## src/rtl/ieee754_pkg.sv

```systemverilog
`default_nettype none
// ============================================================================
// Module      : ieee754_pkg
// Description : Shared definitions for the pipelined IEEE-754 adder:
//               width-derived helpers, canonical quiet NaN, exception flag
//               bit indices and operand class encoding.
// Revision    : 1.0 - initial release
// ============================================================================
package ieee754_pkg;

    // Bit positions inside the 3-bit flags word {invalid, overflow, inexact}
    localparam int FLG_INV = 2;
    localparam int FLG_OVF = 1;
    localparam int FLG_INX = 0;

    typedef enum logic [1:0] {
        ZERO = 2'd0,
        NORM = 2'd1,
        INF  = 2'd2,
        NAN  = 2'd3
    } fp_class_e;

    function automatic int fp_bias(input int exp_w);
        return (1 << (exp_w - 1)) - 1;
    endfunction

    function automatic int fp_width(input int exp_w, input int man_w);
        return 1 + exp_w + man_w;
    endfunction

    function automatic int fp_exp_ones(input int exp_w);
        return (1 << exp_w) - 1;
    endfunction

    // Positive quiet NaN: all-ones exponent, only the fraction MSB set.
    // Returned right-aligned in 64 bits; callers truncate to their width.
    function automatic logic [63:0] fp_qnan(input int exp_w, input int man_w);
        logic [63:0] v;
        v = 64'(fp_exp_ones(exp_w)) << man_w;
        v = v | (64'd1 << (man_w - 1));
        return v;
    endfunction

    // Zero and subnormal exponents both classify as ZERO (flush-to-zero).
    function automatic fp_class_e fp_classify(input logic exp_zero,
                                              input logic exp_ones,
                                              input logic frac_zero);
        if (exp_zero)       return ZERO;
        else if (!exp_ones) return NORM;
        else if (frac_zero) return INF;
        else                return NAN;
    endfunction

endpackage : ieee754_pkg
`default_nettype wire

```

## src/rtl/ieee754_lzc.sv

```systemverilog
`default_nettype none
// ============================================================================
// Module      : ieee754_lzc
// Description : Leading-zero counter. Returns the number of zero bits above
//               the most significant one; an all-zero input returns WIDTH.
// Ports       : i_value [WIDTH-1:0]         - word to scan
//               o_count [$clog2(WIDTH+1)-1:0] - leading zero count
// Revision    : 1.0 - initial release
// ============================================================================
module ieee754_lzc #(
    parameter int WIDTH = 27
) (
    input  logic [WIDTH-1:0]           i_value,
    output logic [$clog2(WIDTH+1)-1:0] o_count
);

    localparam int CNT_W = $clog2(WIDTH + 1);

    logic             w_found;
    logic [CNT_W-1:0] w_count;

    always_comb begin
        w_found = 1'b0;
        w_count = CNT_W'(WIDTH);
        for (int i = WIDTH - 1; i >= 0; i--) begin
            if (!w_found && i_value[i]) begin
                w_found = 1'b1;
                w_count = CNT_W'(WIDTH - 1 - i);
            end
        end
    end

    assign o_count = w_count;

endmodule : ieee754_lzc
`default_nettype wire

```

## src/rtl/ieee754_add_pipe.sv

```systemverilog
`default_nettype none
// ============================================================================
// Module      : ieee754_add_pipe
// Description : Four-stage pipelined IEEE-754 adder/subtractor with
//               valid/ready handshake and global stall. Subnormals are
//               flushed to zero on input and output.
//               Stages: unpack/classify/swap, align, add, normalise/round.
// Options     : IEEE754_ADD_ROUND_EN - round-to-nearest-even when defined,
//               truncation (toward zero) otherwise.
// Ports       : clk, rst_n (async, active low)
//               in_valid/in_ready, op_sub, a, b   - operand beat
//               out_valid/out_ready, z, flags     - result beat
//               flags = {invalid, overflow, inexact}
// Revision    : 1.0 - initial release
// ============================================================================
module ieee754_add_pipe
    import ieee754_pkg::*;
#(
    parameter int EXP_W = 8,
    parameter int MAN_W = 23
) (
    input  logic                   clk,
    input  logic                   rst_n,
    input  logic                   in_valid,
    output logic                   in_ready,
    input  logic                   op_sub,
    input  logic [EXP_W+MAN_W:0]   a,
    input  logic [EXP_W+MAN_W:0]   b,
    output logic                   out_valid,
    input  logic                   out_ready,
    output logic [EXP_W+MAN_W:0]   z,
    output logic [2:0]             flags
);

    localparam int W  = fp_width(EXP_W, MAN_W);
    localparam int MX = MAN_W + 4;          // hidden + fraction + guard/round/sticky
    localparam int AW = MAN_W + 3;          // aligned bits kept before the sticky fold
    localparam int CW = $clog2(MX + 1);
    localparam int XW = EXP_W + CW + 2;     // signed exponent with under/overflow room

    localparam logic [W-1:0]         c_QNAN       = W'(fp_qnan(EXP_W, MAN_W));
    localparam logic [EXP_W-1:0]     c_EXP_ONES   = '1;
    localparam logic [EXP_W-1:0]     c_AW_E       = EXP_W'(AW);
    localparam logic signed [XW-1:0] c_ONE_X      = XW'(1);
    localparam logic signed [XW-1:0] c_EXP_ONES_X = XW'(fp_exp_ones(EXP_W));

    logic w_adv;

    // Stage registers
    logic             r_s1_valid, r_s1_sign, r_s1_eff_sub, r_s1_ovr;
    logic [EXP_W-1:0] r_s1_exp, r_s1_d;
    logic [MAN_W:0]   r_s1_big_man, r_s1_small_man;
    logic [W-1:0]     r_s1_ovr_z;
    logic [2:0]       r_s1_ovr_f;

    logic             r_s2_valid, r_s2_sign, r_s2_eff_sub, r_s2_ovr;
    logic [EXP_W-1:0] r_s2_exp;
    logic [MX-1:0]    r_s2_big_man, r_s2_small_man;
    logic [W-1:0]     r_s2_ovr_z;
    logic [2:0]       r_s2_ovr_f;

    logic             r_s3_valid, r_s3_sign, r_s3_ovr;
    logic [EXP_W-1:0] r_s3_exp;
    logic [MX:0]      r_s3_sum;
    logic [W-1:0]     r_s3_ovr_z;
    logic [2:0]       r_s3_ovr_f;

    logic             r_out_valid;
    logic [W-1:0]     r_z;
    logic [2:0]       r_flags;

    // Every stage moves together; nothing moves while the result is stuck.
    assign w_adv    = out_ready || !r_out_valid;
    assign in_ready = w_adv;

    // ------------------------------------------------------------------
    // S1: unpack, classify, special-case override, magnitude swap
    // ------------------------------------------------------------------
    logic                   w_sa, w_sb, w_a_big, w_eff_sub;
    logic [EXP_W-1:0]       w_ea, w_eb;
    logic [MAN_W-1:0]       w_fa, w_fb;
    fp_class_e              w_ca, w_cb;
    logic [EXP_W+MAN_W-1:0] w_mag_a, w_mag_b;
    logic [MAN_W:0]         w_man_a, w_man_b;
    logic [EXP_W-1:0]       w_big_exp, w_small_exp;
    logic                   w_ovr;
    logic [W-1:0]           w_ovr_z;
    logic [2:0]             w_ovr_f;

    assign w_sa = a[W-1];
    assign w_ea = a[W-2:MAN_W];
    assign w_fa = a[MAN_W-1:0];
    assign w_sb = b[W-1] ^ op_sub;
    assign w_eb = b[W-2:MAN_W];
    assign w_fb = b[MAN_W-1:0];

    assign w_ca = fp_classify(w_ea == '0, w_ea == c_EXP_ONES, w_fa == '0);
    assign w_cb = fp_classify(w_eb == '0, w_eb == c_EXP_ONES, w_fb == '0);

    // Flushed magnitudes: {exp, frac} ordering equals numeric ordering.
    assign w_mag_a = (w_ca == ZERO) ? '0 : {w_ea, w_fa};
    assign w_mag_b = (w_cb == ZERO) ? '0 : {w_eb, w_fb};
    assign w_man_a = {w_ca != ZERO, w_mag_a[MAN_W-1:0]};
    assign w_man_b = {w_cb != ZERO, w_mag_b[MAN_W-1:0]};

    assign w_a_big     = (w_mag_a >= w_mag_b);
    assign w_eff_sub   = w_sa ^ w_sb;
    assign w_big_exp   = w_a_big ? w_mag_a[EXP_W+MAN_W-1:MAN_W] : w_mag_b[EXP_W+MAN_W-1:MAN_W];
    assign w_small_exp = w_a_big ? w_mag_b[EXP_W+MAN_W-1:MAN_W] : w_mag_a[EXP_W+MAN_W-1:MAN_W];

    always_comb begin
        w_ovr   = 1'b1;
        w_ovr_z = '0;
        w_ovr_f = '0;
        if (w_ca == NAN || w_cb == NAN || (w_ca == INF && w_cb == INF && w_eff_sub)) begin
            w_ovr_z          = c_QNAN;
            w_ovr_f[FLG_INV] = 1'b1;
        end else if (w_ca == INF) begin
            w_ovr_z = {w_sa, c_EXP_ONES, {MAN_W{1'b0}}};
        end else if (w_cb == INF) begin
            w_ovr_z = {w_sb, c_EXP_ONES, {MAN_W{1'b0}}};
        end else if (w_ca == ZERO && w_cb == ZERO) begin
            // Only -0 + -0 keeps a negative sign.
            w_ovr_z = {w_sa & w_sb, {(W-1){1'b0}}};
        end else if (w_ca == ZERO) begin
            w_ovr_z = {w_sb, w_mag_b};
        end else if (w_cb == ZERO) begin
            w_ovr_z = {w_sa, w_mag_a};
        end else if (w_eff_sub && (w_mag_a == w_mag_b)) begin
            w_ovr_z = '0;
        end else begin
            w_ovr = 1'b0;
        end
    end

    // ------------------------------------------------------------------
    // S2: align the smaller mantissa, folding shifted-out bits into sticky
    // ------------------------------------------------------------------
    logic [2*AW-1:0] w_wide;
    logic [MX-1:0]   w_small_al;

    assign w_wide     = {r_s1_small_man, 2'b00, {AW{1'b0}}} >> r_s1_d;
    assign w_small_al = (r_s1_d >= c_AW_E) ? {{AW{1'b0}}, |r_s1_small_man}
                                           : {w_wide[2*AW-1:AW], |w_wide[AW-1:0]};

    // ------------------------------------------------------------------
    // S3: add or subtract magnitudes (big >= small, so never negative)
    // ------------------------------------------------------------------
    logic [MX:0] w_sum;

    assign w_sum = r_s2_eff_sub ? ({1'b0, r_s2_big_man} - {1'b0, r_s2_small_man})
                                : ({1'b0, r_s2_big_man} + {1'b0, r_s2_small_man});

    // ------------------------------------------------------------------
    // S4: normalise, round, range-check, pack
    // ------------------------------------------------------------------
    logic [CW-1:0]         w_lzc;
    logic [MX-1:0]         w_shl, w_norm;
    logic signed [XW-1:0]  w_exp_x, w_lzc_x, w_exp_n, w_exp_r;
    logic                  w_rnd_up, w_grs_nz;
    logic [MAN_W+1:0]      w_mant_r;
    logic [MAN_W-1:0]      w_frac;
    logic [W-1:0]          w_z4;
    logic [2:0]            w_f4;

    ieee754_lzc #(
        .WIDTH (MX)
    ) u_lzc (
        .i_value (r_s3_sum[MX-1:0]),
        .o_count (w_lzc)
    );

    assign w_shl   = r_s3_sum[MX-1:0] << w_lzc;
    assign w_exp_x = $signed({{(XW-EXP_W){1'b0}}, r_s3_exp});
    assign w_lzc_x = $signed({{(XW-CW){1'b0}}, w_lzc});

    always_comb begin
        if (r_s3_sum[MX]) begin
            // Carry out: drop the LSB into sticky.
            w_norm  = {r_s3_sum[MX:2], r_s3_sum[1] | r_s3_sum[0]};
            w_exp_n = w_exp_x + c_ONE_X;
        end else begin
            w_norm  = w_shl;
            w_exp_n = w_exp_x - w_lzc_x;
        end
    end

`ifdef IEEE754_ADD_ROUND_EN
    // Nearest-even: round up above half, or at exactly half when LSB is odd.
    assign w_rnd_up = w_norm[2] & (w_norm[1] | w_norm[0] | w_norm[3]);
`else
    assign w_rnd_up = 1'b0;
`endif

    assign w_grs_nz = |w_norm[2:0];
    assign w_mant_r = {1'b0, w_norm[MX-1:3]} + {{(MAN_W+1){1'b0}}, w_rnd_up};
    // A rounding carry leaves 10..0, so renormalising is a one-bit shift.
    assign w_exp_r  = w_mant_r[MAN_W+1] ? (w_exp_n + c_ONE_X) : w_exp_n;
    assign w_frac   = w_mant_r[MAN_W+1] ? w_mant_r[MAN_W:1] : w_mant_r[MAN_W-1:0];

    always_comb begin
        w_z4 = '0;
        w_f4 = '0;
        if (r_s3_ovr) begin
            w_z4 = r_s3_ovr_z;
            w_f4 = r_s3_ovr_f;
        end else if (r_s3_sum == '0) begin
            w_z4 = '0;
        end else if (w_exp_r >= c_EXP_ONES_X) begin
            w_z4          = {r_s3_sign, c_EXP_ONES, {MAN_W{1'b0}}};
            w_f4[FLG_OVF] = 1'b1;
            w_f4[FLG_INX] = 1'b1;
        end else if (w_exp_r[XW-1] || w_exp_r == '0) begin
            w_z4          = {r_s3_sign, {(W-1){1'b0}}};
            w_f4[FLG_INX] = 1'b1;
        end else begin
            w_z4          = {r_s3_sign, w_exp_r[EXP_W-1:0], w_frac};
            w_f4[FLG_INX] = w_grs_nz;
        end
    end

    // ------------------------------------------------------------------
    // Pipeline registers
    // ------------------------------------------------------------------
    always_ff @(posedge clk or negedge rst_n) begin
        if (!rst_n) begin
            r_s1_valid     <= 1'b0;
            r_s1_sign      <= 1'b0;
            r_s1_eff_sub   <= 1'b0;
            r_s1_ovr       <= 1'b0;
            r_s1_exp       <= '0;
            r_s1_d         <= '0;
            r_s1_big_man   <= '0;
            r_s1_small_man <= '0;
            r_s1_ovr_z     <= '0;
            r_s1_ovr_f     <= '0;
            r_s2_valid     <= 1'b0;
            r_s2_sign      <= 1'b0;
            r_s2_eff_sub   <= 1'b0;
            r_s2_ovr       <= 1'b0;
            r_s2_exp       <= '0;
            r_s2_big_man   <= '0;
            r_s2_small_man <= '0;
            r_s2_ovr_z     <= '0;
            r_s2_ovr_f     <= '0;
            r_s3_valid     <= 1'b0;
            r_s3_sign      <= 1'b0;
            r_s3_ovr       <= 1'b0;
            r_s3_exp       <= '0;
            r_s3_sum       <= '0;
            r_s3_ovr_z     <= '0;
            r_s3_ovr_f     <= '0;
            r_out_valid    <= 1'b0;
            r_z            <= '0;
            r_flags        <= '0;
        end else if (w_adv) begin
            r_s1_valid     <= in_valid;
            r_s1_sign      <= w_a_big ? w_sa : w_sb;
            r_s1_eff_sub   <= w_eff_sub;
            r_s1_ovr       <= w_ovr;
            r_s1_exp       <= w_big_exp;
            r_s1_d         <= w_big_exp - w_small_exp;
            r_s1_big_man   <= w_a_big ? w_man_a : w_man_b;
            r_s1_small_man <= w_a_big ? w_man_b : w_man_a;
            r_s1_ovr_z     <= w_ovr_z;
            r_s1_ovr_f     <= w_ovr_f;

            r_s2_valid     <= r_s1_valid;
            r_s2_sign      <= r_s1_sign;
            r_s2_eff_sub   <= r_s1_eff_sub;
            r_s2_ovr       <= r_s1_ovr;
            r_s2_exp       <= r_s1_exp;
            r_s2_big_man   <= {r_s1_big_man, 3'b000};
            r_s2_small_man <= w_small_al;
            r_s2_ovr_z     <= r_s1_ovr_z;
            r_s2_ovr_f     <= r_s1_ovr_f;

            r_s3_valid     <= r_s2_valid;
            r_s3_sign      <= r_s2_sign;
            r_s3_ovr       <= r_s2_ovr;
            r_s3_exp       <= r_s2_exp;
            r_s3_sum       <= w_sum;
            r_s3_ovr_z     <= r_s2_ovr_z;
            r_s3_ovr_f     <= r_s2_ovr_f;

            r_out_valid    <= r_s3_valid;
            r_z            <= w_z4;
            r_flags        <= w_f4;
        end
    end

    assign out_valid = r_out_valid;
    assign z         = r_z;
    assign flags     = r_flags;

endmodule : ieee754_add_pipe
`default_nettype wire

```

## config.mk

```make
export PLATFORM = sky130hd
export DESIGN_NAME = ieee754_add_pipe
export DESIGN_NICKNAME = d
export VERILOG_FILES = /design/src/rtl/ieee754_pkg.sv /design/src/rtl/ieee754_lzc.sv /design/src/rtl/ieee754_add_pipe.sv
export SDC_FILE = /design/constraint.sdc
export NUM_CORES = 1
export LEC_CHECK = 0
export ABC_AREA = 1
export BUFFER_PORTS_ARGS = -buffer_cell sky130_fd_sc_hd__buf_4
export CAP_MARGIN = 20
export CORE_MARGIN = 2
export CORE_UTILIZATION = 40
export DETAILED_ROUTE_END_ITERATION = 10
export HOLD_SLACK_MARGIN = 0.05
export PLACE_DENSITY = 0.63
export SKIP_LAST_GASP = 1
export SLEW_MARGIN = 20
export SYNTH_ARGS = -nofsm -noshare
export SYNTH_HDL_FRONTEND = slang
export SYNTH_SLANG_ARGS = --single-unit
```

## constraint.sdc

```tcl
create_clock -name clk -period 4.5 [get_ports clk]
set_input_delay 0.45 -clock clk [delete_from_list [all_inputs] [get_ports clk]]
set_output_delay 0.45 -clock clk [all_outputs]
set_load 0.005 [all_outputs]
```

Word level (Yosys, flattened, before mapping)
Cells that the tools add are included.
{"block": "totals", "register_bits": 305, "output_inout_bits": 37}
{"block": "classes", "muxes": 94, "n_reduce_logical": 74, "bitwise_logic": 4, "magnitude_cmp": 3, "n_addsub": 5, "eq_ne": 7, "shift": 2}
{"op": "32-bit two-way mux", "n": 8}
{"op": "5-bit two-way mux", "n": 27}
{"op": "31-bit two-way mux", "n": 4}
{"op": "52-bit by 8-bit right shift with 52-bit output", "n": 1}
{"op": "24-bit two-way mux", "n": 2}
{"op": "23-bit logical NOT", "n": 2}
{"op": "1-bit two-way mux", "n": 41}
{"op": "31-bit equality test", "n": 1}
{"op": "31-bit >= comparator", "n": 1}
{"op": "1-bit logical AND", "n": 30}
{"op": "27-bit by 27-bit adder with 28-bit output", "n": 1}
{"op": "28-bit logical NOT", "n": 1}
{"op": "28-bit two-way mux", "n": 1}
{"op": "27-bit by 27-bit subtractor with 28-bit output", "n": 1}
{"op": "1-bit logical NOT", "n": 27}
{"op": "27-bit two-way mux", "n": 1}
{"op": "27-bit by 5-bit left shift with 26-bit output", "n": 1}
{"op": "26-bit two-way mux", "n": 1}
{"op": "26-bit OR reduction", "n": 1}
{"op": "24-bit OR reduction", "n": 1}
{"op": "8-bit equality test (second input constant)", "n": 2}
{"op": "8-bit logical NOT", "n": 2}
{"op": "8-bit two-way mux", "n": 2}
{"op": "15-bit by 9-bit >= comparator with 1-bit output (second input constant)", "n": 1}
{"op": "15 further kinds", "n": 29}

Logic depth before layout (Yosys ltp)
Gate-level depths: netlist of run 1.
{"block": "logic_depth", "depth_word": 87, "ltp_mapped": 28, "ltp_nobuf": 25}

Hierarchy
From an unflattened synthesis of run 1, not the netlist that was laid out.
{"block": "unflattened", "hier_cells": 2864, "hier_area_um2": 20199.4}
{"module": "ieee754_add_pipe", "instances": 1, "area_per_inst_um2": 19701.4, "cells_each": 2778}
{"module": "ieee754_lzc", "instances": 1, "area_per_inst_um2": 498.0, "cells_each": 86}

Worst setup path after synthesis of run 1
No wires, ideal clock.
{"block": "synth_timing", "path_type": "flip-flop to flip-flop", "from": "register r_s3_sum[24]", "to": "register r_z[22], in the netlist z[22]", "n_path_buf": 3, "path_stages_with_launch": 27, "period_less_slack_ns": 3.850, "arrival_ns": 3.728, "setup_slack_ns": 0.650, "required_ns": 4.378, "path_cell_list": "dfrtp_1 > nor2_4 > nand3_4 > nor2_4 > buf_6 > nand3_1 > nor2_2 > nor2_2 > nand3_4 > nand2_8 > buf_4 > ha_1 > fa_1 > o221ai_1 > nand2_1 > nand2_1 > o21ai_0 > xor2_1 > nor3_1 > nand2_1 > nand2_1 > inv_2 > nand2_2 > clkbuf_1 > nor3_1 > nand2_1 > a21oi_2"}
{"block": "synth_via", "elab_chain_cells": 82, "word_cells_on_any_way": 110}
{"item": "from (decl)", "line": "ieee754_add_pipe.sv:64", "text": "logic [MX:0] r_s3_sum;"}
{"item": "from (signal assigned)", "line": "ieee754_add_pipe.sv:282", "text": "r_s3_sum <= w_sum;"}
{"item": "parallel branches: the longest is 80 deep, another holds 1-bit logical AND"}
{"item": "32-bit two-way mux (*)", "line": "ieee754_add_pipe.sv:207", "text": "end else if (r_s3_sum == '0) begin"}
{"item": "32-bit two-way mux (*)", "line": "ieee754_add_pipe.sv:204", "text": "if (r_s3_ovr) begin"}
{"item": "to (signal assigned)", "line": "ieee754_add_pipe.sv:287", "text": "r_z <= w_z4;"}
{"item": "to (decl)", "line": "ieee754_add_pipe.sv:69", "text": "logic [W-1:0] r_z;"}
Mark *: on every way between the ends.
A chain may end at the register's enable or synchronous reset.

Worst setup path after layout of run 1
{"block": "layout_timing", "from": "register r_s3_sum[24]", "to": "register r_z[2], in the netlist z[2]"}
The elaborated chain is that of the path after synthesis.

==> flow_summary.json, run 1 <==
{
  "outcome": "completed",
  "p_per_area_nw_per_um2": 708.5,
  "p_leak_nw": 11.48,
  "wl_per_cell_um": 19.02,
  "grtUsageTotal": 0.2611,
  "layout_commonest_cell": "nand2_1",
  "fp.dieH_um": 229.4,
  "maxSlewViolCount": 0,
  "finalCriticalPeriod_ns": 4.051,
  "nets": 3119,
  "worstPathMaxFanout": 26,
  "synthTopCellsByArea": "dfrtp_1 (38%), nand2_1 (16%), o21ai_0 (5.6%)",
  "gp_congestion": 0.9945,
  "drive_above_1_share": 0.08881,
  "synth_cell_type_count": 64,
  "rows": 82,
  "use_met3": 0.03025,
  "crit_type": "register to register",
  "hold_viol_final": 0,
  "avgSynthCellArea_um2": 6.926,
  "clk_pin_slew_ns": 0.06,
  "grt_pass1_vias": 19360,
  "dpl-instance-area_um2": 21640,
  "yosysWarningCount": 0,
  "ff2ff_path_depth": 21,
  "io_buffers": 105,
  "peakVddDrop_uv": 356.2,
  "dp_hpwl_mm": 52.55,
  "timing.rr.start": "r_s3_sum[24]",
  "cap_violations": 0,
  "initial_core_util": 0.4052,
  "clock.fmax_mhz": 246.8,
  "dr.pass1.iters": 6,
  "ys_seq_area_frac": 0.3755,
  "ys.flop_type": "dfrtp_1",
  "die_w_um": 229.4,
  "viasPerCell": 5.565,
  "layout_common_cells": "nand2_1 (854), dfrtp_1 (305), nor2_1 (271), inv_1 (243), o21ai_0 (229)",
  "grt-ovfl-total": 0,
  "routed_wl_mm": 69.52,
  "antenna_found_initial": 0,
  "busiest_layer": "met2",
  "finalCritPeriodShare": 0.9002,
  "area_growth_pct": 12.49,
  "holdPathStages": 3,
  "crit_path_end_kind": "register",
  "startpoint_type": "register",
  "met2_usage": 0.4079,
  "netlist_area_um2": 20330,
  "final_util": 0.4558,
  "pin_count": 106,
  "async_reset_ff_frac": 1.000,
  "tightest_slew_ns": 1.012,
  "setup_viol": 0,
  "worst-endpoint-required_ns": 4.97,
  "relSlewSlack": 0.3243,
  "core_area_um2": 50170,
  "via_count": 20350,
  "cts_max_level": 2,
  "final_area_um2": 22870,
  "synth_edf_count": 0,
  "drtAntennaViolNets": 0,
  "hold_end": "r_s1_valid",
  "reg2reg_setup_slack_ns": 0.45,
  "grt_max_degree": 123,
  "cts_buffers": 35,
  "r2r_end": "z[2]",
  "syn-num-nets": 3094,
  "clockBufferDepth": 3,
  "die_area_um2": 52640,
  "synth_top_area_frac": 0.3755,
  "cts.sinks": 305,
  "yosysTopAreaCell": "dfrtp_1",
  "clk_latency_ns": 0.57,
  "n_antenna_cell": 0,
  "cts_tree": "built",
  "hp-class": "primary input to register",
  "cts_root_buf": "clkbuf_16",
  "clock_skew_ns": 0.03159,
  "global_route.usage.met1": 0.3674,
  "syn_inst": 2935,
  "critPathArrivalTime_ns": 4.52,
  "drcViolationCount": 0,
  "drt_iter0_markers": 2102,
  "grt_pass1_wl_mm": 109.2,
  "hp-start": "in_valid",
  "yosys_register_bits": 305
}
## cells in the mapped netlist, types with 22 or more instances
library cell and count:
dfrtp_1 305, xor2_1 22, nand3_1 223, clkbuf_1 126
nand2_1 854, a21oi_1 227, o21ai_0 229, buf_1 22
nor3_1 36, nand4_1 46, nor2_1 274, ha_1 88
inv_1 243
## power breakdown
| group | internal, mW | switching [mW] |
|---|---|---|
| Combinational | 2.88 | 6.03 |
| Sequential | 3.55 | 0.814 |
| Clock | 1.70 | 1.23 |
| Total | 8.13 | 8.07 |
## cell families after synthesis
family,share of synthesized area
DFF,0.3755
adders and majority gates,0.05613
and+or+nand+nor,0.3100
buffers and inverters,0.08106
AOI/OAI and AO/OA,0.1579
muxes,0.007878
xor gates and xnor gates,0.01163
## area by class of cell
cell class | instances | area, um^2
Sequential cell | 305 | 7632
Clock inverter | 11 | 152.6
Fill cell | 5099 | 27300
Tap cell | 672 | 840.8
Timing Repair Buffer | 152 | 1176
Multi-Input combinational cell | 2210 | 11080
Clock buffer | 50 | 1012
Inverter | 256 | 970.9
## worst max-delay path, cell delays in order (launching register included)
cell	delay, ns
dfrtp_1	0.45
nor2_4	0.19
nand3_4	0.13
nor2_2	0.24
nand3_1	0.12
or2_2	0.32
nand4_4	0.14
inv_4	0.15
fa_1	0.46
o221ai_1	0.24
nand2_1	0.11
nand2_1	0.09
o21ai_0	0.09
xor2_1	0.28
nor3_1	0.07
nand2_1	0.06
nand2_1	0.09
inv_2	0.12
nand2_4	0.14
nor2_4	0.20
nand3_1	0.10
a21oi_1	0.14
## sequential cells by signal, indices dropped and copies added, names as in the netlist, 3 cells and up
name and cells:
r_s2_exp 8, r_s2_ovr_z 32, r_s2_big_man 24, r_s3_exp 8, r_s2_small_man 27, r_s1_small_man 24, r_s1_big_man 24, z 32
r_s1_exp 8, flags 3, r_s3_sum 28, r_s3_ovr_z 32, r_s1_d 8, r_s1_ovr_z 32
## worst max-delay path by stage
stage,from,endpoint,slack [ns]
6_report,r_s3_sum[24],z[2],0.45
5_1_grt,r_s3_sum[20],z[3],-0.03
4_1_cts,r_s3_sum[24],z[3],0.19
3_5_place_dp,r_s3_sum[24],z[12],0.23
3_3_place_gp,r_s3_sum[19],z[0],0.25
2_1_floorplan,r_s3_sum[24],z[22],0.65
## per-layer routing
metal	vias up	routed length [um]
met2	753	30970
met3	152	4133
met1	9719	31430
met4	0	2984
met5	-	0
li1	9721	-
## through the flow
stage | TNS [ns] | setup WS, ns | total power [mW] | hold slack [ns] | std cells
3_5_place_dp | 0 | 0.2288 | 13.15 | 0.4413 | 3589
6_report | 0 | 0.4489 | 16.20 | 0.1110 | 3656
3_3_place_gp | 0 | 0.2509 | 13.07 | 0.4387 | 3589
2_1_floorplan | 0 | 0.6503 | 10.32 | 0.1544 | 2935
4_1_cts | 0 | 0.1896 | 16.11 | 0.08817 | 3651
5_1_grt | -0.03373 | -0.02935 | 17.51 | 0.1129 | 3656
## what timing repair did
item	4_1_cts	5_1_grt
hold buffers	1	0
gates resized for setup	0	3
setup endpoints to repair	0	30
hold endpoints to repair	65	0
setup buffers	0	4
Power figures use the tool's default switching activity.
==> inputs of run 2 (changes only) <==
--- a/config.mk
+++ b/config.mk
@@ -13,8 +13,10 @@
 export DETAILED_ROUTE_END_ITERATION = 10
 export HOLD_SLACK_MARGIN = 0.05
 export PLACE_DENSITY = 0.63
+export RECOVER_POWER = 50
 export SKIP_LAST_GASP = 1
 export SLEW_MARGIN = 20
 export SYNTH_ARGS = -nofsm -noshare
 export SYNTH_HDL_FRONTEND = slang
+export SYNTH_HIERARCHICAL = 1
 export SYNTH_SLANG_ARGS = --single-unit
==> run 2 against run 1 <==
Largest power group unchanged; highest routed layer unchanged; the run now ends with max-capacitance violations, max-slew violations left; sequential share of layout area shrank 0.31 points; final area rose by 0.94%; via count shrank 3.8%; critical path type unchanged.
==> flow_summary.json, run 2 <==
{
  "startpoint_type": "register",
  "dp_hpwl_mm": 53.84,
  "layout_common_cells": "nand2_1 (671), inv_1 (330), o21ai_0 (309), dfrtp_1 (304), nor2_1 (256)",
  "tightest_slew_ns": 2.370,
  "via_count": 19570,
  "synth_common_cells": "nand2_1 (684), inv_1 (332), o21ai_0 (324), dfrtp_1 (305), nor2_1 (260)",
  "grtUsageTotal": 0.2637,
  "switchingPower_mw": 7.757,
  "syn_inst": 2864,
  "cts_tree": "built",
  "dr.pass1.iters": 6,
  "cts_max_level": 2,
  "dp_cells": 3539,
  "worst-path-buf-inv": 2,
  "place_worst_setup_slack_ns": 0.1489,
  "drive_above_1_share": 0.1122,
  "drtAntennaViolNets": 0,
  "slowest_delay_ns": 0.43,
  "syn-num-nets": 3020,
  "ys.flop_type": "dfrtp_1",
  "async_reset_ff_frac": 1.000,
  "grt_pass1_vias": 18780,
  "setup_viol": 0,
  "yosysTopAreaCell": "dfrtp_1",
  "yosys_register_bits": 305,
  "layout_commonest_cell": "nand2_1",
  "synth_cell_type_count": 68,
  "pin_count": 106,
  "finalCritPeriodShare": 0.9749,
  "grt_setup_unrepaired": "yes",
  "nets": 3071,
  "r2r_end": "z[12]",
  "wl_per_cell_um": 19.40,
  "antenna_found_initial": 0,
  "area_growth_pct": 14.27,
  "clk_pin_slew_ns": 0.06,
  "hold_viol_final": 0,
  "ff2ff_path_depth": 32,
  "finalCriticalPeriod_ns": 4.387,
  "yosysWarningCount": 6,
  "peakVddDrop_uv": 285.9,
  "clock_skew_ns": 0.01727,
  "path_delay_family": "simple AND/OR/NAND/NOR gates",
  "p_leak_nw": 11.13,
  "final_cells": 3613,
  "cap_violations": 1,
  "worst-endpoint-required_ns": 4.98,
  "timing.rr.start": "r_s3_sum[26]",
  "critPathArrivalTime_ns": 4.86,
  "clk_latency_ns": 0.55,
  "n_antenna_cell": 0,
  "routed_wl_mm": 70.10,
  "combPwrFrac": 0.541,
  "synth_edf_count": 0,
  "avgSynthCellArea_um2": 7.053,
  "relSlewSlack": -0.5800,
  "core_area_um2": 49970,
  "synth_top_area_frac": 0.3778,
  "cp_num_cells": 32,
  "drt_iter0_markers": 1716,
  "p_clk_frac": 0.179,
  "initial_core_util": 0.4043,
  "grt-ovfl-total": 0,
  "internal_power_mw": 8.122,
  "cts_root_buf": "clkbuf_16",
  "clockBufferDepth": 3,
  "hp-class": "primary input to register",
  "die_w_um": 228.7,
  "netlist_area_um2": 20200,
  "reg2reg_setup_slack_ns": 0.11,
  "cts.sinks": 305,
  "crit_path_end": "z[12]",
  "pwr-share-seq": 0.280,
  "crit_path_top_delay_cell": "dfrtp_2",
  "io_buffers": 105,
  "cts_buffers": 36,
  "startpoint": "r_s3_sum[26]",
  "die_area_um2": 52310,
  "synthTopCellsByArea": "dfrtp_1 (38%), nand2_1 (13%), o21ai_0 (8.0%)",
  "p_sw_frac": 0.4885,
  "path_common_cell": "nor2_4",
  "rows": 82,
  "maxSlewViolCount": 95,
  "gp_congestion": 0.9902,
  "drcViolationCount": 0,
  "outcome": "finished with violations",
  "yosys.cell_count.top_type": "nand2_1",
  "grt_pass1_wl_mm": 108.8,
  "setup_ws_ns": 0.1131,
  "viasPerCell": 5.417,
  "worstPathMaxFanout": 8,
  "crit_type": "register to register",
  "crit_path_end_kind": "register",
  "fp.dieH_um": 228.7,
  "p_per_area_nw_per_um2": 687.9,
  "grt_max_degree": 142,
  "ys_seq_area_frac": 0.3778,
  "nFillCells": 5181,
  "clock.fmax_mhz": 228.0,
  "violations": "max-capacitance violations, max-slew violations"
}
==> run 2: cell count changes after synthesis, sizes merged, moves of 7 or more <==
cell	change
o2111ai	-7
o21ai	+103
a21oi	-13
nand2	-168
nor4	+10
a31oi	+21
nand3	-109
inv	+85
nor3	-16
==> run 2: repair_timing <==
| action | 4_1_cts | 5_1_grt |
|---|---|---|
| hold buffers | 1 | 0 |
| endpoints found under the hold margin | 91 | 0 |
| endpoints found under the setup margin | 0 | 31 |
| gates resized for setup | 0 | 74 |
| setup buffers | 0 | 10 |
==> run 2: routing by layer <==
metal | vias to the layer above | routed length, um | global-route usage
met4 | 0 | 2353 | 0.08742
met2 | 578 | 32050 | 0.4244
met5 | - | 0 | 0
met3 | 125 | 3384 | 0.02844
met1 | 9316 | 32310 | 0.3704
li1 | 9552 | - | -
==> run 2: logic make-up after synthesis <==
logic type / Yosys count / share of synthesized area
buf+inv: 501 / 0.09533
simple gates: 1212 / 0.2591
fa+ha+maj: 87 / 0.05463
compound gates: 717 / 0.1939
flops: 305 / 0.3778
xor+xnor: 26 / 0.01127
mux: 16 / 0.007928
==> run 2: power groups by stage <==
stage	combinational [mW]	sequential [mW]	clock, mW
after global routing	9.54	4.55	3.02
final	8.58	4.44	2.85
after detailed placement	8.21	4.46	0
after global placement	8.18	4.45	0
after floorplan	5.52	4.10	0
after CTS	8.24	4.42	2.91
==> run 2: through the flow <==
stage                     hold WS [ns]    util  power, mW  instance area, um^2  TNS, ns
final                           0.1029  0.4620      15.88                23080        0
after global routing            0.1119  0.4620      17.11                23080   -4.131
after CTS                      0.08680  0.4571      15.58                22840        0
after detailed placement        0.4491  0.4340      12.68                21680        0
after global placement          0.4344  0.4340      12.62                21680        0
after floorplan                 0.1544       -      9.622                20200        0
==> run 2: how the worst min path moves through the flow <==
stage | startpoint | end | slack, ns | cells past startpoint
floorplan | rst_n | flags[0] | 0.15 | 0
global placement | r_s3_valid | out_valid | 0.43 | 2
detailed placement | r_s3_valid | out_valid | 0.45 | 2
CTS | in_valid | r_s1_valid | 0.09 | 3
global route | in_valid | r_s1_valid | 0.11 | 3
finish | in_valid | r_s1_valid | 0.10 | 3
==> run 2: area by class of cell <==
type,instances,area [um^2],area share
Multi-Input combinational cell,2058,10900,0.4721
Sequential cell,305,7634,0.3307
Inverter,343,1297,0.05621
Timing Repair Buffer,171,1269,0.05497
Clock buffer,49,1010,0.04374
Tap cell,672,840.8,0.03643
Clock inverter,15,135.1,0.005854
==> run 2: worst min-delay path, cell delays in order <==
cell and delay [ns]:
buf_4 0.08, nand2_1 0.04, nand2_1 0.05
==> inputs of run 3 (changes only) <==
--- a/config.mk
+++ b/config.mk
@@ -14,6 +14,7 @@
 export HOLD_SLACK_MARGIN = 0.05
 export PLACE_DENSITY = 0.63
 export RECOVER_POWER = 50
+export SETUP_SLACK_MARGIN = 0.5
 export SKIP_LAST_GASP = 1
 export SLEW_MARGIN = 20
 export SYNTH_ARGS = -nofsm -noshare
==> run 3 against run 2 <==
Sequential share of layout area decreased by 0.22 points; the flow still finishes with violations (max-capacitance violations, max-slew violations); critical path depth is 3 lower; fmax grew 4.1%; sequential power about the same.
==> flow_summary.json, run 3 (synthesis results as in run 2) <==
{
  "outcome": "finished with violations",
  "violations": "max-capacitance violations, max-slew violations",
  "seq_area_um2": 7637,
  "grt_max_degree": 148,
  "grt_pass1_wl_mm": 107.6,
  "core_area_um2": 49970,
  "worst-endpoint-required_ns": 4.98,
  "rows": 82,
  "p_per_area_nw_per_um2": 686.0,
  "tightest_slew_ns": 3.087,
  "nets": 3085,
  "gp_congestion": 0.9852,
  "wl_per_cell_um": 19.05,
  "clock.fmax_mhz": 237.3,
  "drtAntennaViolNets": 0,
  "maxSlewViolCount": 271,
  "clock_skew_ns": 0.01557,
  "cts_max_level": 2,
  "cts.sinks": 305,
  "drcViolationCount": 0,
  "drive_above_1_share": 0.1172,
  "p_leak_nw": 11.21,
  "hold_end": "r_s1_valid",
  "crit_type": "register to register",
  "hp-start": "in_valid",
  "grt-ovfl-total": 0,
  "pin_count": 106,
  "drt_iter0_markers": 1819,
  "fp.dieH_um": 228.7,
  "initial_core_util": 0.4043,
  "area_growth_pct": 15.08,
  "die_area_um2": 52310,
  "fin_hold_ws_ns": 0.09715,
  "worstPathMaxFanout": 8,
  "multi_input_area_um2": 10910,
  "slowest_delay_ns": 0.40,
  "dp_hpwl_mm": 52.49,
  "hold_viol_final": 0,
  "grt_pass1_vias": 18860,
  "clk_pin_slew_ns": 0.06,
  "cts_root_buf": "clkbuf_16",
  "io_buffers": 105,
  "cts_tree": "built",
  "startpoint_type": "register",
  "cts_buffers": 36,
  "timing.rr.start": "r_s3_sum[25]",
  "hp-class": "primary input to register",
  "reg2reg_setup_slack_ns": 0.29,
  "grtUsageTotal": 0.2600,
  "n_antenna_cell": 0,
  "relSlewSlack": -1.058,
  "layout_commonest_cell": "nand2_1",
  "ff2ff_path_depth": 29,
  "die_w_um": 228.7,
  "final_util": 0.4652,
  "nFillCells": 5053,
  "grt_setup_unrepaired": "yes",
  "peakVddDrop_uv": 307.6,
  "finalCritPeriodShare": 0.9366,
  "via_count": 19830,
  "crit_path_end_kind": "register",
  "routed_wl_mm": 69.07,
  "power_mw": 15.95,
  "finalCriticalPeriod_ns": 4.215,
  "viasPerCell": 5.471,
  "setup_viol": 0,
  "crit_path_top_delay_cell": "dfrtp_1",
  "r2r_end": "z[6]",
  "clk_latency_ns": 0.56,
  "holdPathStages": 3,
  "cap_violations": 2,
  "layout_common_cells": "nand2_1 (672), inv_1 (329), o21ai_0 (317), dfrtp_1 (301), nor2_1 (252)",
  "dr.pass1.iters": 6,
  "antenna_found_initial": 0,
  "critPathArrivalTime_ns": 4.70,
  "path_common_cell": "nor2_4",
  "clockBufferDepth": 3
}
[run 3: cell types whose count changed in the layout (fill, tap and decap cells not counted), moves of 3 or more]
| cell | before | now |
|---|---|---|
| o21ai_1 | 41 | 35 |
| dfrtp_2 | 1 | 4 |
| clkinv_2 | 9 | 4 |
| dfrtp_1 | 304 | 301 |
| a21oi_2 | 8 | 5 |
| o21ai_0 | 309 | 317 |
| a21oi_1 | 211 | 214 |
| buf_4 | 128 | 138 |
| nor2_1 | 256 | 252 |
[run 3: layer usage]
layer	wire (um)	part of all wire	vias to the layer above	global-route usage
met1	31450	0.46	9458	0.3679
li1	-	-	9569	-
met5	0	0	-	0
met2	30870	0.45	683	0.4088
met4	2555	0.037	0	0.09457
met3	4196	0.061	122	0.03156
[run 3: critical path: cells and delay by family (launching register included)]
family / cells / cell delay (ns)
compound gates: 3 / 0.44
flops: 1 / 0.40
buf+inv: 1 / 0.07
xor+xnor: 1 / 0.23
fa+ha+maj: 1 / 0.23
simple gates: 23 / 2.77
[run 3: stage by stage]
step | worst slack (ns) | area (um^2) | setup TNS, ns | std cells
after floorplan | 0.5127 | 20280 | 0 | 2864
after global placement | 0.1686 | 21710 | 0 | 3535
after detailed placement | 0.08369 | 21710 | 0 | 3535
after CTS | 0.3521 | 23050 | 0 | 3611
after global routing | -0.06676 | 23250 | -0.3172 | 3625
final | 0.2852 | 23250 | 0 | 3625
[run 3: how the worst max path moves through the flow]
| stage | start | to | slack (ns) |
|---|---|---|---|
| 2_1_floorplan | r_s3_sum[25] | z[17] | 0.51 |
| 3_3_place_gp | r_s3_sum[23] | z[17] | 0.17 |
| 3_5_place_dp | r_s3_sum[23] | z[17] | 0.08 |
| 4_1_cts | r_s3_sum[23] | z[17] | 0.35 |
| 5_1_grt | r_s3_sum[25] | z[6] | -0.07 |
| 6_report | r_s3_sum[25] | z[6] | 0.29 |
[run 3: power breakdown]
part	switching [mW]	internal, mW	total [mW]
clock network	1.20	1.65	2.85
registers	0.900	3.56	4.46
logic	5.62	3.02	8.64
total	7.72	8.23	15.9
[run 3: area by class of cell]
type	count	share of cell area
multi-input cells	2058	0.4695
clock inverters	13	0.005974
well taps	672	0.03617
inverters	343	0.05582
clock buffers	49	0.04344
flip-flops and latches	305	0.3285
repair buffers	185	0.06055
[run 3: timing repair]
item	in CTS	in global routing
endpoints found under the setup margin	33	38
setup buffers	13	14
resized for setup	30	34
endpoints found under the hold margin	28	0
pin swaps	5	23
hold buffers	1	0
